## src/rtl/music_seq_pkg.sv

```systemverilog
// rtl/music_seq_pkg.sv - state type and step-entry layout helpers for music_sequencer
package music_seq_pkg;

    typedef enum logic [1:0] {
        IDLE = 2'd0,
        LOAD = 2'd1,
        PLAY = 2'd2,
        GAP  = 2'd3
    } seq_state_e;

    function automatic int entry_w(input int voices, input int freq_w, input int dur_w);
        return 1 + dur_w + voices * (1 + freq_w);
    endfunction

    function automatic int dur_lsb(input int voices, input int freq_w);
        return voices * (1 + freq_w);
    endfunction

    // Voice v occupies {gate, freq} with freq starting at this bit.
    function automatic int voice_lsb(input int v, input int freq_w);
        return v * (1 + freq_w);
    endfunction

endpackage

```

## src/rtl/seq_note_ram.sv

```systemverilog
// rtl/seq_note_ram.sv - simple dual-port step RAM, synchronous read-first
module seq_note_ram #(
    parameter int DEPTH = 32,
    parameter int WIDTH = 8
) (
    input  logic                     clk_i,
    input  logic                     wr_en_i,
    input  logic [$clog2(DEPTH)-1:0] wr_addr_i,
    input  logic [WIDTH-1:0]         wr_data_i,
    input  logic [$clog2(DEPTH)-1:0] rd_addr_i,
    output logic [WIDTH-1:0]         rd_data_o
);

    logic [WIDTH-1:0] mem_q [DEPTH];

    always_ff @(posedge clk_i) begin
        if (wr_en_i) begin
            mem_q[wr_addr_i] <= wr_data_i;
        end
        rd_data_o <= mem_q[rd_addr_i];
    end

endmodule

```

## src/rtl/music_sequencer.sv

```systemverilog
// rtl/music_sequencer.sv - programmable multi-voice note sequencer with gaps and looping
module music_sequencer
    import music_seq_pkg::*;
#(
    parameter int VOICES    = 2,
    parameter int DEPTH     = 32,
    parameter int FREQ_W    = 16,
    parameter int DUR_W     = 8,
    parameter int TICK_DIV  = 12500,
    parameter int GAP_TICKS = 1,
    parameter int ENTRY_W   = entry_w(VOICES, FREQ_W, DUR_W)
) (
    input  logic                     clk_i,
    input  logic                     rst_i,
    input  logic                     wr_en_i,
    input  logic [$clog2(DEPTH)-1:0] wr_addr_i,
    input  logic [ENTRY_W-1:0]       wr_data_i,
    input  logic                     start_i,
    input  logic                     stop_i,
    input  logic                     loop_i,
    output logic                     busy_o,
    output logic [$clog2(DEPTH)-1:0] step_o,
    output logic                     done_o,
    output logic [VOICES-1:0]        voice_en_o,
    output logic [VOICES*FREQ_W-1:0] voice_freq_o
);

    localparam int AW      = $clog2(DEPTH);
    localparam int TW      = $clog2(TICK_DIV);
    localparam int DUR_LSB = dur_lsb(VOICES, FREQ_W);
    localparam logic [TW-1:0]    TICK_LAST = TW'(TICK_DIV - 1);
    localparam logic [DUR_W-1:0] GAP_LEN   = DUR_W'(GAP_TICKS);

    seq_state_e               state_q;
    logic [AW-1:0]            step_q;
    logic [AW-1:0]            rd_addr_q;
    logic [TW-1:0]            tick_q;
    logic [DUR_W-1:0]         rem_q;
    logic [VOICES-1:0]        gate_q;
    logic [VOICES*FREQ_W-1:0] freq_q;
    logic                     last_q;
    logic                     gap_q;
    logic                     done_q;

    logic [ENTRY_W-1:0]       ram_rd_data;
    logic                     ent_last;
    logic                     ent_gap;
    logic [DUR_W-1:0]         ent_dur;
    logic [DUR_W-1:0]         ent_d;
    logic [DUR_W-1:0]         play_ticks;
    logic [VOICES-1:0]        ent_gate;
    logic [VOICES*FREQ_W-1:0] ent_freq;

    // rd_addr_q always holds the address of the next step to fetch, so the
    // read launched on the edge entering LOAD is ready to capture in LOAD.
    seq_note_ram #(
        .DEPTH (DEPTH),
        .WIDTH (ENTRY_W)
    ) u_ram (
        .clk_i     (clk_i),
        .wr_en_i   (wr_en_i),
        .wr_addr_i (wr_addr_i),
        .wr_data_i (wr_data_i),
        .rd_addr_i (rd_addr_q),
        .rd_data_o (ram_rd_data)
    );

    always_comb begin
        ent_gate = '0;
        ent_freq = '0;
        ent_last = ram_rd_data[ENTRY_W-1];
        ent_dur  = ram_rd_data[DUR_LSB +: DUR_W];
        for (int v = 0; v < VOICES; v++) begin
            ent_gate[v]                   = ram_rd_data[voice_lsb(v, FREQ_W) + FREQ_W];
            ent_freq[v*FREQ_W +: FREQ_W] = ram_rd_data[voice_lsb(v, FREQ_W) +: FREQ_W];
        end
        ent_d      = (ent_dur == '0) ? DUR_W'(1) : ent_dur;
        ent_gap    = (GAP_TICKS > 0) && (ent_d > GAP_LEN);
        play_ticks = ent_gap ? (ent_d - GAP_LEN) : ent_d;
    end

    always_ff @(posedge clk_i or posedge rst_i) begin
        if (rst_i) begin
            state_q   <= IDLE;
            step_q    <= '0;
            rd_addr_q <= '0;
            tick_q    <= '0;
            rem_q     <= '0;
            gate_q    <= '0;
            freq_q    <= '0;
            last_q    <= 1'b0;
            gap_q     <= 1'b0;
            done_q    <= 1'b0;
        end else begin
            done_q <= 1'b0;
            if (stop_i) begin
                state_q   <= IDLE;
                rd_addr_q <= '0;
                tick_q    <= '0;
                rem_q     <= '0;
            end else begin
                case (state_q)
                    IDLE: begin
                        if (start_i) begin
                            state_q <= LOAD;
                            step_q  <= rd_addr_q;
                            tick_q  <= '0;
                        end
                    end
                    LOAD: begin
                        state_q   <= PLAY;
                        gate_q    <= ent_gate;
                        freq_q    <= ent_freq;
                        last_q    <= ent_last;
                        gap_q     <= ent_gap;
                        rem_q     <= play_ticks;
                        rd_addr_q <= ent_last ? '0 : rd_addr_q + 1'b1;
                    end
                    default: begin
                        if (tick_q != TICK_LAST) begin
                            tick_q <= tick_q + 1'b1;
                        end else begin
                            tick_q <= '0;
                            if (rem_q > DUR_W'(1)) begin
                                rem_q <= rem_q - 1'b1;
                            end else if (state_q == PLAY && gap_q) begin
                                state_q <= GAP;
                                rem_q   <= GAP_LEN;
                            end else if (!last_q || loop_i) begin
                                state_q <= LOAD;
                                step_q  <= rd_addr_q;
                            end else begin
                                state_q <= IDLE;
                                done_q  <= 1'b1;
                            end
                        end
                    end
                endcase
            end
        end
    end

    assign busy_o       = (state_q != IDLE);
    assign step_o       = step_q;
    assign done_o       = done_q;
    assign voice_en_o   = (state_q == PLAY) ? gate_q : '0;
    assign voice_freq_o = freq_q;

endmodule

```

## config.mk

```make
export PLATFORM = sky130hd
export DESIGN_NAME = music_sequencer
export DESIGN_NICKNAME = d
export VERILOG_FILES = /design/src/rtl/music_seq_pkg.sv /design/src/rtl/seq_note_ram.sv /design/src/rtl/music_sequencer.sv
export SDC_FILE = /design/constraint.sdc
export NUM_CORES = 1
export LEC_CHECK = 0
export ABC_CLOCK_PERIOD_IN_PS = 3050
export CAP_MARGIN = 20
export CORE_ASPECT_RATIO = 0.75
export CORE_MARGIN = 2
export CORE_UTILIZATION = 50
export CTS_CLUSTER_SIZE = 12
export DETAILED_ROUTE_END_ITERATION = 7
export PLACE_DENSITY = 0.75
export REMOVE_ABC_BUFFERS = 1
export SLEW_MARGIN = 20
export SYNTH_ARGS = -nofsm -noshare
export SYNTH_HDL_FRONTEND = slang
export SYNTH_HIERARCHICAL = 1
export SYNTH_SLANG_ARGS = --single-unit
```

## constraint.sdc

```tcl
create_clock -name clk_i -period 3.05 [get_ports clk_i]
set_input_delay 0.61 -clock clk_i [delete_from_list [all_inputs] [get_ports clk_i]]
set_output_delay 0.61 -clock clk_i [all_outputs]
set_load 0.1 [all_outputs]
```

Word level (Yosys, flattened, before mapping)
Memories as Yosys holds them, arrays and structs flattened. A register that Yosys moved wholly into a read port is not among the register bits. Index checks and enable logic that the tools add are counted. W data, S select, Z words.

Register bits: 71. Memories kept: 1. Memory bits (writable): 1376.

Reduce and logical (&&, ||, !) cells: 15. Mux-type cells: 36. Eq/ne operators: 13. $add $sub $neg: 4. Order comparisons: 2. Bitwise operators: 2.

Memory list: u_ram.mem_q (words 32, bits a word 43, rd ports 1, clocked after memory_dff 1, wr ports 1, RTL line seq_note_ram.sv:14) `logic [WIDTH-1:0] mem_q [DEPTH];`.

Operators by type and width (count): $mux W8 (6); $mux W14 (3); $mux W5 (8); $pmux W14 S2 (1); $gt A8 B1 Y1 const B (2); $pmux W8 S2 (1); $sub A8 B1 Y8 const B (2); $add A14 B1 Y14 const B (1); $ne A14 B14 Y1 const B (1); $mux W2 (6); $pmux W5 S2 (1); $mux W1 (9); $logic_not A8 Y1 (1); $ne A4 B2 Y1 const B (2); $reduce_and A7 Y1 (1); $ne A2 B1 Y1 const B (3); $ne A2 B2 Y1 const B (3); $reduce_and A3 Y1 (2); $reduce_bool A2 Y1 (3); $add A5 B1 Y5 const B (1); $pmux W2 S2 (1); $reduce_and A2 Y1 (2); $reduce_bool A4 Y1 (1); $ne A3 B2 Y1 const B (1); other kinds (9) (10).

Depth between registers and ports, before layout
Depth after elaboration: 8. Gate-level depth with buffers: 9. Gate-level depth less buffers: 7.

Cells and area by module
Netlist, hierarchy kept.

Modules (own cells, without submodules): seq_note_ram (cells each 3020, times used 1, area each 54478.5 µm²); music_sequencer (cells each 399, times used 1, area each 3554.7 µm²).

Least setup slack after synthesis
Ideal clock, no wire load.

Path kind: input to register. Start: input port wr_addr_i[1]. End: memory u_ram/mem_q[12][0] (netlist bit), enable pin. Data arrival time: 3077 ps. Required time: 2606 ps. Slack: -471 ps. Cell stages on the path: 3. Setup time: 444 ps. Cells stage by stage: or3b_2 > clkbuf_1 > nor2_1.

RTL lines: start: declaration (RTL line music_sequencer.sv:16) `input logic [$clog2(DEPTH)-1:0] wr_addr_i,`; end: declaration (RTL line seq_note_ram.sv:14).

No word-level cell before the write port.

Worst setup path in the final report
Start: register state_q[1]. End: output port busy_o.

Word-level cells in the longest chain between the ends: 1.

RTL lines: start: declaration (RTL line music_sequencer.sv:34) `seq_state_e state_q;`; start signal: assignment (RTL line music_sequencer.sv:84) `state_q <= IDLE;`; start signal: assignment (RTL line music_sequencer.sv:97) `state_q <= IDLE;`; start signal: assignment (RTL line music_sequencer.sv:105) `state_q <= LOAD;`; $reduce_bool A2 Y1 (RTL line music_sequencer.sv:143) `assign busy_o = (state_q != IDLE);`; end: declaration (RTL line music_sequencer.sv:21) `output logic busy_o,`.

No other way between the ends.

==> metrics list <==
- Power Dens Cells: 677 mW/mm^2
* Arrival @ worst endpoint: 1.92 ns
- Count of different cell masters after synthesis: 65
* Post-Place Setup Slack: 0.303 ns
- The most used flip-flop cell after synthesis is edfxtp_1.
- Number of synthesized register bits: 1490
- Once the floorplan was initialized, standard cells occupied 50.3% of the core.
- Fraction of synthesis flops using an asynchronous set or reset pin: 4.77%
* Final Max Tran Viols: 0
- Die Width: 397 um
* Most common cell in the netlist: edfxtp_1
- The longest clock path from root to sink contains 3 buffers.
- The design draws 45.0 mW.
- The floorplan step defined a die boundary enclosing 0.119 sq mm.
* Global-route congestion overflow total: 0
* Avg Inst Size Synth: 17.0 sq um
* Final HPWL DP: 79700 um
* CORE AREA: 0.115 sq mm
* Drt pass-1 iters: 5
- Across all layers, the routed design uses 31700 vias.
- In this run the tightest slew margin relative to its limit is 32.0%.
- The sequential cells in the finished layout cover a total of 0.0440 sq mm.
- In this run the post-CTS setup repair buffer count came out at 0.
- Global Route Usage Sum: 22.9%
- Of the post-synthesis cell area, the dominant cell type holds 71.2%.
- Final routed wirelength across all metal layers: 137000 um
- After the last flow step, the layout net total stands at 3714.
* Row count: 108
- Global-route wire length before repair: 203000 um
* Number of top-level pins: 95
* Share of the yosys chip area belonging to registers: 75.7%
* Top achievable clock speed: 396 MHz
- Tightest hold margin: 0.146 ns
- Count of clock tree sinks: 1490
* Via density per instance: 5.98
* Layout fillers: 8416
- Clock root buffer master: clkbuf_16
* Required arrival time at the worst endpoint: 2.44 ns
- Summing every instance area after synthesis gives 0.0580 sq mm.
- The initial antenna violation count is 0.
- Gates resized during post-CTS repair numbered 0.
- Summed over all instances, the cell type with the most area after synthesis is edfxtp_1.
* Total DRC errors in the routed layout: 0
- The worst path uses 82.9% of the clock period.
- During synthesis, Yosys emitted a total of 6 warnings.
- Number of buffers inserted for hold repair after clock tree synthesis: 0
- After detailed placement, the total cell area comes to 0.0621 sq mm.
- Gate count of the mapped netlist: 3419
- Final setup skew: 0.0367 ns
* Maximum fanout encountered on the critical timing path: 11
- Dividing the detail-routed wire length by the instance count gives 25.7 um.
* Hold violation count in the final report: 0
- Via count of the first global-routing pass: 31300
- CTS tree: yes
- Across all setup checks in the final design, the least slack found is 0.522 ns.
- RSZ-0062 raised after global routing: false
* Violation count after the first detailed-route iteration: 3612
* TritonCTS Buffers: 146
* Final instance area: 0.0665 sq mm
* Worst hold-check path type: in -> async
- Startpoint class of the critical path: flop
* Leakage power: 21.0 nW
- Number of endpoints failing setup at the final stage: 0
* Largest voltage drop on the vdd net: 0.577 mV
- Min cycle time layout: 2.53 ns
- The clock tree synthesis step divided the H-tree into 4 levels.
* Final-layout setup total negative slack: 0 ns
- Crit. End Element: output pin
* Y dimension of the die: 299 um
- For the worst-skew pair, the clock arrives at the later sink with an insertion delay of 0.78 ns.
- The commonest cells after synthesis are 1376 x edfxtp_1, 690 x mux2i_1, 259 x nand2_1, 145 x nand3_1, 135 x a21oi_1.
- Post-detailed-route count of antenna-violating nets: 0
- The flow ran to the end, and the final reports show no timing, DRC or antenna violations.
- Area occupied by multi-input gates: 0.0131 sq mm
- Fraction of layout cells with a size suffix above 1: 12.4%
* Placer Congestion: 0.797
- Across the run, the number of max-cap violations was 0.
* Number of port buffers: 94
- Entering global routing, the biggest net connects 59 pins.
* Clock input transition at the sequential cells of the worst setup and hold paths: 0.06 ns
- Relative area change from synthesis to final layout: 14.6%
* Top cells by area in the synthesized netlist: edfxtp_1 71%, mux2i_1 12%, dfrtp_1 3.1%
- The critical path in this run is classified as reg -> out.
- In this run, synthesis inferred 1376 flip-flops with an integrated enable.
- For the pin with the worst max-slew slack, the measured transition is 1.02 ns.
==> routing by layer <==
layer / wire length (um) / GRT usage, % / part of all wire (%)
met4: 3950 / 7.90 / 2.9
met2: 64000 / 36.0 / 47
met3: 11000 / 3.25 / 8.0
met1: 57800 / 33.2 / 42
met5: 0 / 0 / 0
==> kinds of logic after synthesis <==
family | synth area share [%]
and+or+nand+nor | 4.56
adders and majority gates | 0.0862
xor gates and xnor gates | 0.0453
muxes | 12.1
AOI/OAI and AO/OA | 5.25
buffers and inverters | 2.26
DFF | 75.7
==> per-stage QoR <==
step | cells | util, %
global placement | 5048 | 53.8
finish | 5312 | 57.6
CTS | 5311 | 57.6
global route | 5311 | 57.6
detailed placement | 5048 | 53.8
floorplan | 3227 | -
==> sequential cells by signal (all words and copies together) (netlist names) <==
name             flops
step_o               5
state_q              2
u_ram/mem_q       1376
rem_q                8
gap_q                1
tick_q              14
rd_addr_q            5
gate_q               2
voice_freq_o        32
last_q               1
done_o               1
u_ram/rd_data_o     43
==> path summary, 6_finish.rpt <==
check                               startpoint             endpoint  cells after the start  slack (ns)
setup / recovery                    state_q[1]               busy_o                      3        0.52
hold / removal                           rst_i      voice_freq_o[3]                      2        0.15
setup reg to reg                  rd_addr_q[0]  u_ram/rd_data_o[29]                      7        0.60
hold reg to reg            u_ram/rd_data_o[27]     voice_freq_o[26]                      2        0.41
max in group asynchronous                rst_i      voice_freq_o[2]                      3        2.29
min in group clk_i         u_ram/rd_data_o[27]     voice_freq_o[26]                      2        0.41
==> cell type report <==
| cell class | count | share of cell area [%] |
|---|---|---|
| Antenna cell | 1 | 0.00376 |
| Inverter | 7 | 0.0433 |
| Sequential cell | 1490 | 66.1 |
| Clock inverter | 25 | 0.602 |
| Tap cell | 1540 | 2.90 |
| Clock buffer | 238 | 6.06 |
| Timing Repair Buffer | 281 | 4.66 |
| Multi-Input combinational cell | 1730 | 19.6 |
==> where the power goes <==
part           leakage (nW)  switching [mW]  internal (mW)
logic                  5.17            3.50           1.52
clock network          2.10            7.65           9.18
registers              13.7           0.299           22.8
total                  21.0            11.4           33.6
==> cells in the final DEF (no fill, tap or decap), types with 5 or more instances in the layout <==
| master | count |
|---|---|
| nor2_4 | 33 |
| nand3b_1 | 5 |
| a31oi_1 | 45 |
| nand3_1 | 145 |
| nand2b_1 | 6 |
| edfxtp_1 | 1376 |
| a22oi_1 | 129 |
| a22o_1 | 89 |
| clkinv_16 | 6 |
| a21oi_1 | 135 |
| nor3_1 | 58 |
| clkbuf_1 | 89 |
| mux2_2 | 7 |
| dfxtp_1 | 43 |
| nor2_1 | 18 |
| nand2_1 | 258 |
| inv_16 | 5 |
| dfrtp_1 | 70 |
| o21ai_0 | 31 |
| buf_12 | 69 |
| buf_4 | 159 |
| inv_1 | 6 |
| mux2i_1 | 690 |
| clkdlybuf4s50_1 | 52 |
| clkbuf_16 | 146 |
==> worst max-delay path, stage by stage, from the launching register on <==
cell and delay (ns):
dfrtp_1 0.52, nor2_1 0.27, inv_1 0.11, buf_4 0.25
(Power assumes the default switching activity.)
